**config.mk**
```make
export PLATFORM = sky130hd
export DESIGN_NAME = hazard_scoreboard
export DESIGN_NICKNAME = d
export VERILOG_FILES = /design/src/rtl/hazard_scoreboard_pkg.sv /design/src/rtl/hazard_scoreboard_fence_fsm.sv /design/src/rtl/hazard_scoreboard.sv
export SDC_FILE = /design/constraint.sdc
export NUM_CORES = 1
export LEC_CHECK = 0
export CAP_MARGIN = 0
export CORE_MARGIN = 2
export CORE_UTILIZATION = 50
export CTS_BUF_LIST = sky130_fd_sc_hd__clkbuf_8 sky130_fd_sc_hd__clkbuf_16
export DETAILED_ROUTE_END_ITERATION = 10
export PLACE_DENSITY = 0.76
export RECOVER_POWER = 50
export SLEW_MARGIN = 25
export SYNTH_ARGS = -nofsm -noshare
export SYNTH_HDL_FRONTEND = slang
export SYNTH_SLANG_ARGS = --single-unit
```
**constraint.sdc**
```tcl
create_clock -name i_clk -period 4 [get_ports i_clk]
set_input_delay 0.8 -clock i_clk [delete_from_list [all_inputs] [get_ports i_clk]]
set_output_delay 0.8 -clock i_clk [all_outputs]
set_load 0.01 [all_outputs]
```
**src/rtl/hazard_scoreboard_pkg.sv**
```systemverilog
// Shared types and constants for the hazard scoreboard and its fence sequencer.
// The WAW check is enabled at build time with HAZARD_WAW_CHECK_EN.
package hazard_scoreboard_pkg;

  localparam int MAX_OUT_DEFAULT = 4;
  localparam int NUM_REGS        = 32;
  localparam int REG_AW          = 5;
  localparam int CNT_W           = 4;

  typedef enum logic [1:0] {
    RUN   = 2'd0,
    DRAIN = 2'd1,
    DONE  = 2'd2
  } hazard_state_type;

  typedef struct packed {
    logic              valid;
    logic              rden1;
    logic              rden2;
    logic [REG_AW-1:0] raddr1;
    logic [REG_AW-1:0] raddr2;
    logic              wren;
    logic [REG_AW-1:0] waddr;
    logic              long_op;
    logic              fence;
  } hazard_dec_in_type;

  typedef struct packed {
    logic              valid;
    logic [REG_AW-1:0] waddr;
  } hazard_wb_in_type;

  typedef struct packed {
    logic                stall;
    logic                fence_done;
    logic [NUM_REGS-1:0] busy;
    logic [CNT_W-1:0]    outstanding;
  } hazard_out_type;

endpackage

```
**src/rtl/hazard_scoreboard_fence_fsm.sv**
```systemverilog
// FENCE sequencer: holds a fence in DRAIN until all long-latency ops retire,
// then pulses fence_done the cycle after the fence issues.
module hazard_fence_fsm
  import hazard_scoreboard_pkg::*;
(
  input  logic             i_clk,
  input  logic             i_rst,
  input  logic             i_dec_valid,
  input  logic             i_dec_fence,
  input  logic             i_flush,
  input  logic             i_out_zero,
  output hazard_state_type o_state,
  output logic             o_fence_done
);

  hazard_state_type r_state;
  hazard_state_type w_state_next;

  // NOTE: sequential state uses non-blocking assignments so every flop samples pre-edge values.
  always_ff @(posedge i_clk) begin
    if (i_rst) r_state <= RUN;
    else       r_state <= w_state_next;
  end

  // NOTE: every output of this block gets a default first, so no path can infer a latch.
  always_comb begin
    w_state_next = r_state;
    o_fence_done = 1'b0;
    unique case (r_state)
      RUN: begin
        if (i_dec_valid && i_dec_fence && !i_flush)
          w_state_next = i_out_zero ? DONE : DRAIN;
      end
      DRAIN: begin
        if (i_flush)         w_state_next = RUN;
        else if (i_out_zero) w_state_next = DONE;
      end
      DONE: begin
        o_fence_done = 1'b1;
        w_state_next = RUN;
      end
      default: w_state_next = RUN;
    endcase
  end

  assign o_state = r_state;

endmodule

```
**src/rtl/hazard_scoreboard.sv**
```systemverilog
// Scoreboard of in-flight long-latency destinations; stalls decode on RAW/WAW,
// a full tracker, or a pending FENCE. WAW checking is built in with HAZARD_WAW_CHECK_EN.
module hazard_scoreboard
  import hazard_scoreboard_pkg::*;
#(
  parameter int MAX_OUT = MAX_OUT_DEFAULT
) (
  input  logic                i_clk,
  input  logic                i_rst,
  input  logic                i_dec_valid,
  input  logic                i_dec_rden1,
  input  logic                i_dec_rden2,
  input  logic [REG_AW-1:0]   i_dec_raddr1,
  input  logic [REG_AW-1:0]   i_dec_raddr2,
  input  logic                i_dec_wren,
  input  logic [REG_AW-1:0]   i_dec_waddr,
  input  logic                i_dec_long,
  input  logic                i_dec_fence,
  input  logic                i_wb_valid,
  input  logic [REG_AW-1:0]   i_wb_waddr,
  input  logic                i_flush,
  output logic                o_stall,
  output logic                o_fence_done,
  output logic [NUM_REGS-1:0] o_busy,
  output logic [CNT_W-1:0]    o_outstanding
);

  hazard_dec_in_type   w_dec;
  hazard_wb_in_type    w_wb;
  hazard_out_type      w_out;
  hazard_state_type    w_state;

  logic [NUM_REGS-1:0] r_busy;
  logic [CNT_W-1:0]    r_outstanding;

  logic [NUM_REGS-1:0] w_wb_clr;
  logic [NUM_REGS-1:0] w_eff_busy;
  logic [NUM_REGS-1:0] w_busy_set;
  logic                w_raw, w_waw, w_full, w_fwait, w_drain_hold;
  logic                w_out_zero, w_issue, w_long_issue, w_wb_retire;
  logic                w_stall, w_fence_done;

  assign w_dec = '{valid: i_dec_valid, rden1: i_dec_rden1, rden2: i_dec_rden2,
                   raddr1: i_dec_raddr1, raddr2: i_dec_raddr2, wren: i_dec_wren,
                   waddr: i_dec_waddr, long_op: i_dec_long, fence: i_dec_fence};
  assign w_wb  = '{valid: i_wb_valid, waddr: i_wb_waddr};

  // A writeback landing this cycle frees its register for the instruction in decode.
  assign w_wb_clr   = w_wb.valid ? (NUM_REGS'(1) << w_wb.waddr) : '0;
  assign w_eff_busy = r_busy & ~w_wb_clr;
  assign w_out_zero = (r_outstanding == '0);

  assign w_raw = (w_dec.rden1 & w_eff_busy[w_dec.raddr1]) |
                 (w_dec.rden2 & w_eff_busy[w_dec.raddr2]);
`ifdef HAZARD_WAW_CHECK_EN
  assign w_waw = w_dec.wren & (w_dec.waddr != '0) & w_eff_busy[w_dec.waddr];
`else
  assign w_waw = 1'b0;
`endif
  // Full uses the registered count, so a same-cycle writeback does not release it.
  assign w_full       = w_dec.long_op & w_dec.wren & (r_outstanding == CNT_W'(MAX_OUT));
  assign w_fwait      = w_dec.fence & ~w_out_zero;
  assign w_drain_hold = (w_state == DRAIN) & ~w_out_zero;
  assign w_stall      = w_dec.valid & (w_raw | w_waw | w_full | w_fwait | w_drain_hold);

  assign w_issue      = w_dec.valid & ~w_stall & ~i_flush;
  assign w_long_issue = w_issue & w_dec.long_op & w_dec.wren;
  assign w_busy_set   = (w_long_issue && (w_dec.waddr != '0))
                        ? (NUM_REGS'(1) << w_dec.waddr) : '0;
  // Only a writeback to a tracked register retires an op; stray ones are ignored.
  assign w_wb_retire  = w_wb.valid & r_busy[w_wb.waddr];

  always_ff @(posedge i_clk) begin
    if (i_rst) begin
      r_busy        <= '0;
      r_outstanding <= '0;
    end else begin
      r_busy        <= (r_busy & ~w_wb_clr) | w_busy_set;
      r_outstanding <= r_outstanding + CNT_W'(w_long_issue) - CNT_W'(w_wb_retire);
    end
  end

  hazard_fence_fsm u_fence_fsm (
    .i_clk        (i_clk),
    .i_rst        (i_rst),
    .i_dec_valid  (w_dec.valid),
    .i_dec_fence  (w_dec.fence),
    .i_flush      (i_flush),
    .i_out_zero   (w_out_zero),
    .o_state      (w_state),
    .o_fence_done (w_fence_done)
  );

  assign w_out = '{stall: w_stall, fence_done: w_fence_done,
                   busy: r_busy, outstanding: r_outstanding};

  assign o_stall       = w_out.stall;
  assign o_fence_done  = w_out.fence_done;
  assign o_busy        = w_out.busy;
  assign o_outstanding = w_out.outstanding;

endmodule

```
# Yosys cells after proc, flatten, opt, wreduce, memory -nomap -nowiden
# Cells that the tools add are included.
[totals]
in_bits = 30
wordCells = 59
ff_bits = 38
[op_classes]
n_addsub = 2
n_reduce_logical = 8
bitwise_logic = 22
muxes = 14
n_shift = 2
n_lt_le_gt_ge = 3
n_eq_ne = 5
[op_table]
columns = ["op", "n"]
rows = [
  ["$mux 32", 2],
  ["$shl 1x5->32 const A", 2],
  ["$and 32x32->32", 1],
  ["$not 32->32", 1],
  ["$or 32x32->32", 1],
  ["$lt 5x6->1 const B", 3],
  ["$bmux 1 s5", 3],
  ["$and 1x1->1", 12],
  ["$mux 2", 4],
  ["$reduce_bool 5->1", 1],
  ["$add 4x1->4", 1],
  ["$eq 4x3->1 const B", 1],
  ["$logic_not 4->1", 1],
  ["$mux 1", 4],
  ["$or 1x1->1", 4],
  ["$pmux 2 s2", 1],
  ["$sub 4x1->4", 1],
  ["$logic_and 1x1->1", 3],
  ["$ne 3x2->1 const B", 1],
  ["$not 1->1", 3],
  ["$eq 2x1->1 const B", 1],
  ["$eq 2x2->1 const B", 1],
  ["$logic_not 2->1", 1],
  ["$ne 2x1->1 const B", 1],
  ["2 further kinds", 2],
]

# Depth between registers and ports, before layout
# Gate-level depths: netlist of run 1.
[logic_depth]
ltp_word = 20
depth_mapped = 15
mapped_depth_nobuf = 15

# Hierarchy
# A second synthesis of run 1 with hierarchy kept.
[hier_totals]
cells_unflattened = 355
area_unflattened_um2 = 3181.8
[by_module_without_submodules]
columns = ["module", "area_each_um2", "n_inst", "cells_each"]
rows = [
  ["hazard_scoreboard", 3106.7, 1, 347],
  ["hazard_fence_fsm", 75.1, 1, 8],
]

# Worst setup path before layout of run 1
# OpenSTA, ideal clock, no wires.
[synth_path]
path_kind = "input-to-reg"
startpoint = "input i_wb_waddr[1]"
endpoint = "register r_outstanding[2] (netlist: o_outstanding[2])"
path_slack_ps = 254
path_buffers = 3
path_stages = 13
arrival_ps = 3620
setup_ps = 126
t_required_ps = 3874
path_cell_list = "buf_2 -> clkbuf_1 -> clkbuf_1 -> mux4_2 -> mux4_2 -> mux2i_1 -> nor2b_1 -> ha_1 -> inv_1 -> ha_1 -> fa_1 -> xnor2_1 -> nor2_1"
[synth_between]
elab_chain_len = 19
word_cells_on_any_way = 25
cone_classes = "add/sub: 2; shift: 1; mux: 7; bitwise: 15"
[synth_lines]
columns = ["element", "line_no", "source"]
rows = [
  ["start, declared", "hazard_scoreboard.sv:20", "input logic [REG_AW-1:0] i_wb_waddr,"],
  ["$shl 1x5->32", "hazard_scoreboard.sv:49", "assign w_wb_clr = w_wb.valid ? (NUM_REGS'(1) << w_wb.waddr) : '0;"],
  ["$mux 32", "hazard_scoreboard.sv:49", ""],
  ["$not 32->32", "hazard_scoreboard.sv:50", "assign w_eff_busy = r_busy & ~w_wb_clr;"],
  ["$and 32x32->32", "hazard_scoreboard.sv:50", ""],
  ["$bmux 1 s5 (on tied branches)", "hazard_scoreboard.sv:53, hazard_scoreboard.sv:54", ""],
  ["$mux 1 (on tied branches)", "hazard_scoreboard.sv:53, hazard_scoreboard.sv:54", ""],
  ["$and 1x1->1 (on tied branches)", "hazard_scoreboard.sv:53, hazard_scoreboard.sv:54", ""],
  ["$or 1x1->1", "hazard_scoreboard.sv:53", "assign w_raw = (w_dec.rden1 & w_eff_busy[w_dec.raddr1]) |"],
  ["$or 1x1->1 (3 in series)", "hazard_scoreboard.sv:64", "assign w_stall = w_dec.valid & (w_raw | w_waw | w_full | w_fwait | w_drain_hold);"],
  ["$and 1x1->1", "hazard_scoreboard.sv:64", ""],
  ["$not 1->1", "hazard_scoreboard.sv:66", "assign w_issue = w_dec.valid & ~w_stall & ~i_flush;"],
  ["$and 1x1->1 (2 in series)", "hazard_scoreboard.sv:66", ""],
  ["$and 1x1->1 (2 in series)", "hazard_scoreboard.sv:67", "assign w_long_issue = w_issue & w_dec.long_op & w_dec.wren;"],
  ["$add 4x1->4", "hazard_scoreboard.sv:79", "r_outstanding <= r_outstanding + CNT_W'(w_long_issue) - CNT_W'(w_wb_retire);"],
  ["$sub 4x1->4 (*)", "hazard_scoreboard.sv:79", ""],
  ["end signal, assigned", "hazard_scoreboard.sv:79", ""],
  ["end, declared", "hazard_scoreboard.sv:34", "logic [CNT_W-1:0] r_outstanding;"],
]
# Every way passes the cells marked *; elsewhere a longest branch is shown, timed or not. The select of a mux whose other input is x is not followed.
# A chain may end at the register's enable or synchronous reset.

# Worst setup path after layout of run 1
[layout_path]
startpoint = "input i_dec_raddr1[1]"
endpoint = "output o_stall"
[layout_between]
elab_chain_len = 8
[layout_lines]
columns = ["element", "line_no", "source"]
rows = [
  ["start, declared", "hazard_scoreboard.sv:13", "input logic [REG_AW-1:0] i_dec_raddr1,"],
  ["$bmux 1 s5", "hazard_scoreboard.sv:53", ""],
  ["$mux 1 (not written as such)", "hazard_scoreboard.sv:53", ""],
  ["$and 1x1->1", "hazard_scoreboard.sv:53", ""],
  ["$or 1x1->1", "hazard_scoreboard.sv:53", ""],
  ["$or 1x1->1 (3 in series)", "hazard_scoreboard.sv:64", ""],
  ["$and 1x1->1", "hazard_scoreboard.sv:64", ""],
  ["end, declared", "hazard_scoreboard.sv:22", "output logic o_stall,"],
]
# No other way between the ends. The select of a mux whose other input is x is not followed.

==> reports/metrics.cfg, run 1 <==
[drt]
wire_per_inst_um = 20.77
vias = 4228
drc_errors = 0
ant_nets = 0
wl_mm = 13.21
viasPerCell = 6.648
first_pass_iters = 5
detail_route.iter0.violations = 368

[grt]
grt_max_degree = 33
first_global_vias = 3915
grt_overflow = 0
grt.total_usage = 0.3210
grt_pass1_wl_mm = 19.54
antenna_found_initial = 0

[critical_path]
cp_max_fo = 7
start_kind = input port
worstSetupStartpoint = i_dec_raddr1[1]
endpoint_kind = primary output
path_class = in -> out
r2r_start = o_outstanding[2]
arrival_ps = 3220
required_ps = 3200

[place]
pre_cts_ws_ps = -505.6
gp_congestion = 0.9154
dp.cells = 616
io_buffers = 67
hpwl_mm = 9.058

[clocking]
postCtsHoldBufs = 0
insertion_delay_ps = 290
cts_root_buf = clkbuf_8
clk_pin_slew_ps = 70
clockBufferDepth = 2
cts_buffers = 5
cts_tree = yes
cts_max_level = 2
cts.sinks = 38

[timing]
slew_headroom = 0.5154
skew_ps = 5.916
finalCritPeriodShare = 1.005
report.final.slew_viol_count = 0
period_needed_ps = 4019
setup_viol = 1
finalWorstSetupSlack_ps = -19.26
maxClockFrequency_ghz = 0.2488
finalHoldViolCount = 0
worst_slew_pin_slew_ps = 721.4

[pwr]
switching_power_uw = 261.8
power.leakage_nw = 1.876
power_density_nw_per_um2 = 177.3
pwr-share-clk = 0.298
seqPwrFrac = 0.425
p_comb_frac = 0.277
swShare = 0.2897
max-vdd-ir-drop_uv = 165.5
power.internal_uw = 641.9

[synthesis]
synth_most_common_cell = nor2_1
syn_avg_cell_area_um2 = 8.379
synthCells = 425
synth_area_leaders = dfxtp_1 (21%), mux4_2 (13%), nand4_1 (5.8%), o211ai_1 (5.1%), nor2_1 (4.7%)
ys_warn_count = 0
synthFlopType = dfxtp_1
ys_types = 56
synth_edf_count = 0
ys_seq_elements = 38
yosysSeqAreaShare = 0.2136
yosysTopAreaCell = dfxtp_1
synthTopCellsByCount = nor2_1 (45), dfxtp_1 (38), nand4_1 (33)
async_flop_share = 0
syn-num-nets = 462
syn_area_um2 = 3561
yosysTopAreaCellShare = 0.2136

[run_status]
outcome = finished, violations left
failed_checks = negative setup slack

[cells_and_area]
areaGrowthSynthToFinish_pct = 43.11
finalNonFillerCells = 636
diodes = 0
nNetsFinal = 576
drive_above_1_share = 0.2704

[floorplanning]
die_area_um2 = 7813
pin_count = 68
initial_utilization = 0.5212
fp.dieH_um = 88.39
fp.coreArea_um2 = 6832
rows = 30
die_x_um = 88.39

[worst_hold_path]
hp-class = reg -> reg
hp-start = o_busy[0]

[job]
max_cap_violations = 0

-- final timing paths --
kind,to,slack (ps),cells past startpoint
setup reg to reg,o_outstanding[1],600,15
hold reg to reg,o_busy[0],550,1
hold / removal,o_busy[0],550,1
setup / recovery,o_stall,-20,10
-- metrics by stage --
step	cell area, um^2	hold WS, ps	power (mW)	TNS [ps]	util
after detailed placement	4673	539.1	0.6060	-1874	0.6841
after floorplan	3561	510.6	0.5004	0	-
after global placement	4673	517.8	0.6028	-1467	0.6841
final	5096	551.2	0.9037	-19.26	0.7460
after global routing	5096	545.6	0.9328	-62.23	0.7460
after CTS	4888	548.8	0.8824	0	0.7156
-- placed cells by master, fill, tap and decap left out, drive strengths merged, types with 3 or more instances in the layout --
cell           instances
nor3                   6
nand2b                 6
nor3b                  4
mux4                  20
o21ai                 35
o311ai                 7
dfxtp                 38
clkbuf                 6
mux2i                 13
o211ai                24
o31ai                  5
nand3                 14
nand2                 30
mux2                  12
nor2b                 15
xor2                   4
buf                   78
ha                     6
dlymetal6s2s           3
a2111oi                3
inv                   10
nand4                 33
nor4                   3
nand3b                 6
dlygate4sd3           35
a21oi                  5
nand4b                 4
o22ai                  3
dlygate4sd2            4
o311a                  4
nor2                  45
nand4bb                3
clkdlybuf4s50         24
a211oi                 4
-- final cells by class --
cell class | count | area (um^2)
inverter | 9 | 33.78
clock buffer | 6 | 82.58
clock inverter | 2 | 8.758
sequential | 38 | 760.7
tap | 96 | 120.1
multi-input combinational | 340 | 2749
fill | 516 | 1735
timing repair buffer | 145 | 1341
-- power by group through the flow --
stage	Combinational (mW)	Clock, mW	Sequential [mW]
after floorplan	0.108	0	0.393
after global placement	0.210	0	0.393
after detailed placement	0.213	0	0.393
after CTS	0.230	0.269	0.384
after global routing	0.264	0.284	0.384
final	0.250	0.269	0.384
-- state kept, by name, summed over array words and instances (netlist names) --
signal	flops
o_outstanding	4
o_busy	32
u_fence_fsm.o_state	2
-- per-layer routing --
layer,part of all wire,wire (um),track usage
met1,0.39,5120,0.4087
met2,0.49,6468,0.5523
met3,0.079,1042,0.05224
met4,0.044,575,0.1116
met5,0,0,0
-- critical path, stage by stage --
cell	delay (ps)
clkdlybuf4s50_1	560
buf_4	200
nor2b_1	90
buf_4	170
a211oi_1	280
o221ai_1	200
nand3_2	140
o2111ai_4	170
o41a_1	450
buf_2	140
-- cells by family (layout without fill, tap and decap cells) --
logic type	Yosys count	count (layout)	synth area share
AO/OA/AOI/OAI	101	101	0.2045
XOR/XNOR	6	6	0.01476
adder cells (fa/ha/maj)	7	7	0.02670
buffers and inverters	47	162	0.06324
flip-flops	38	38	0.2136
multiplexers	45	45	0.2010
AND/OR/NAND/NOR	181	181	0.2762
-- repair_timing --
| action | CTS | global route |
|---|---|---|
| buffers inserted | 5 | 6 |
| pin swaps | 8 | 16 |
| gates cloned | 1 | 0 |
| setup endpoints to repair | 4 | 4 |
| resized for setup | 26 | 31 |
(Power assumes the default switching activity.)
==> inputs of run 2 (changes only) <==
--- a/config.mk
+++ b/config.mk
@@ -9,6 +9,7 @@
 export CORE_MARGIN = 2
 export CORE_UTILIZATION = 50
 export CTS_BUF_LIST = sky130_fd_sc_hd__clkbuf_8 sky130_fd_sc_hd__clkbuf_16
+export CTS_CLUSTER_SIZE = 10
 export DETAILED_ROUTE_END_ITERATION = 10
 export PLACE_DENSITY = 0.76
 export RECOVER_POWER = 50
==> results of run 2 <==
Same layout as run 1: the final DEF is identical, and so are final timing and power.
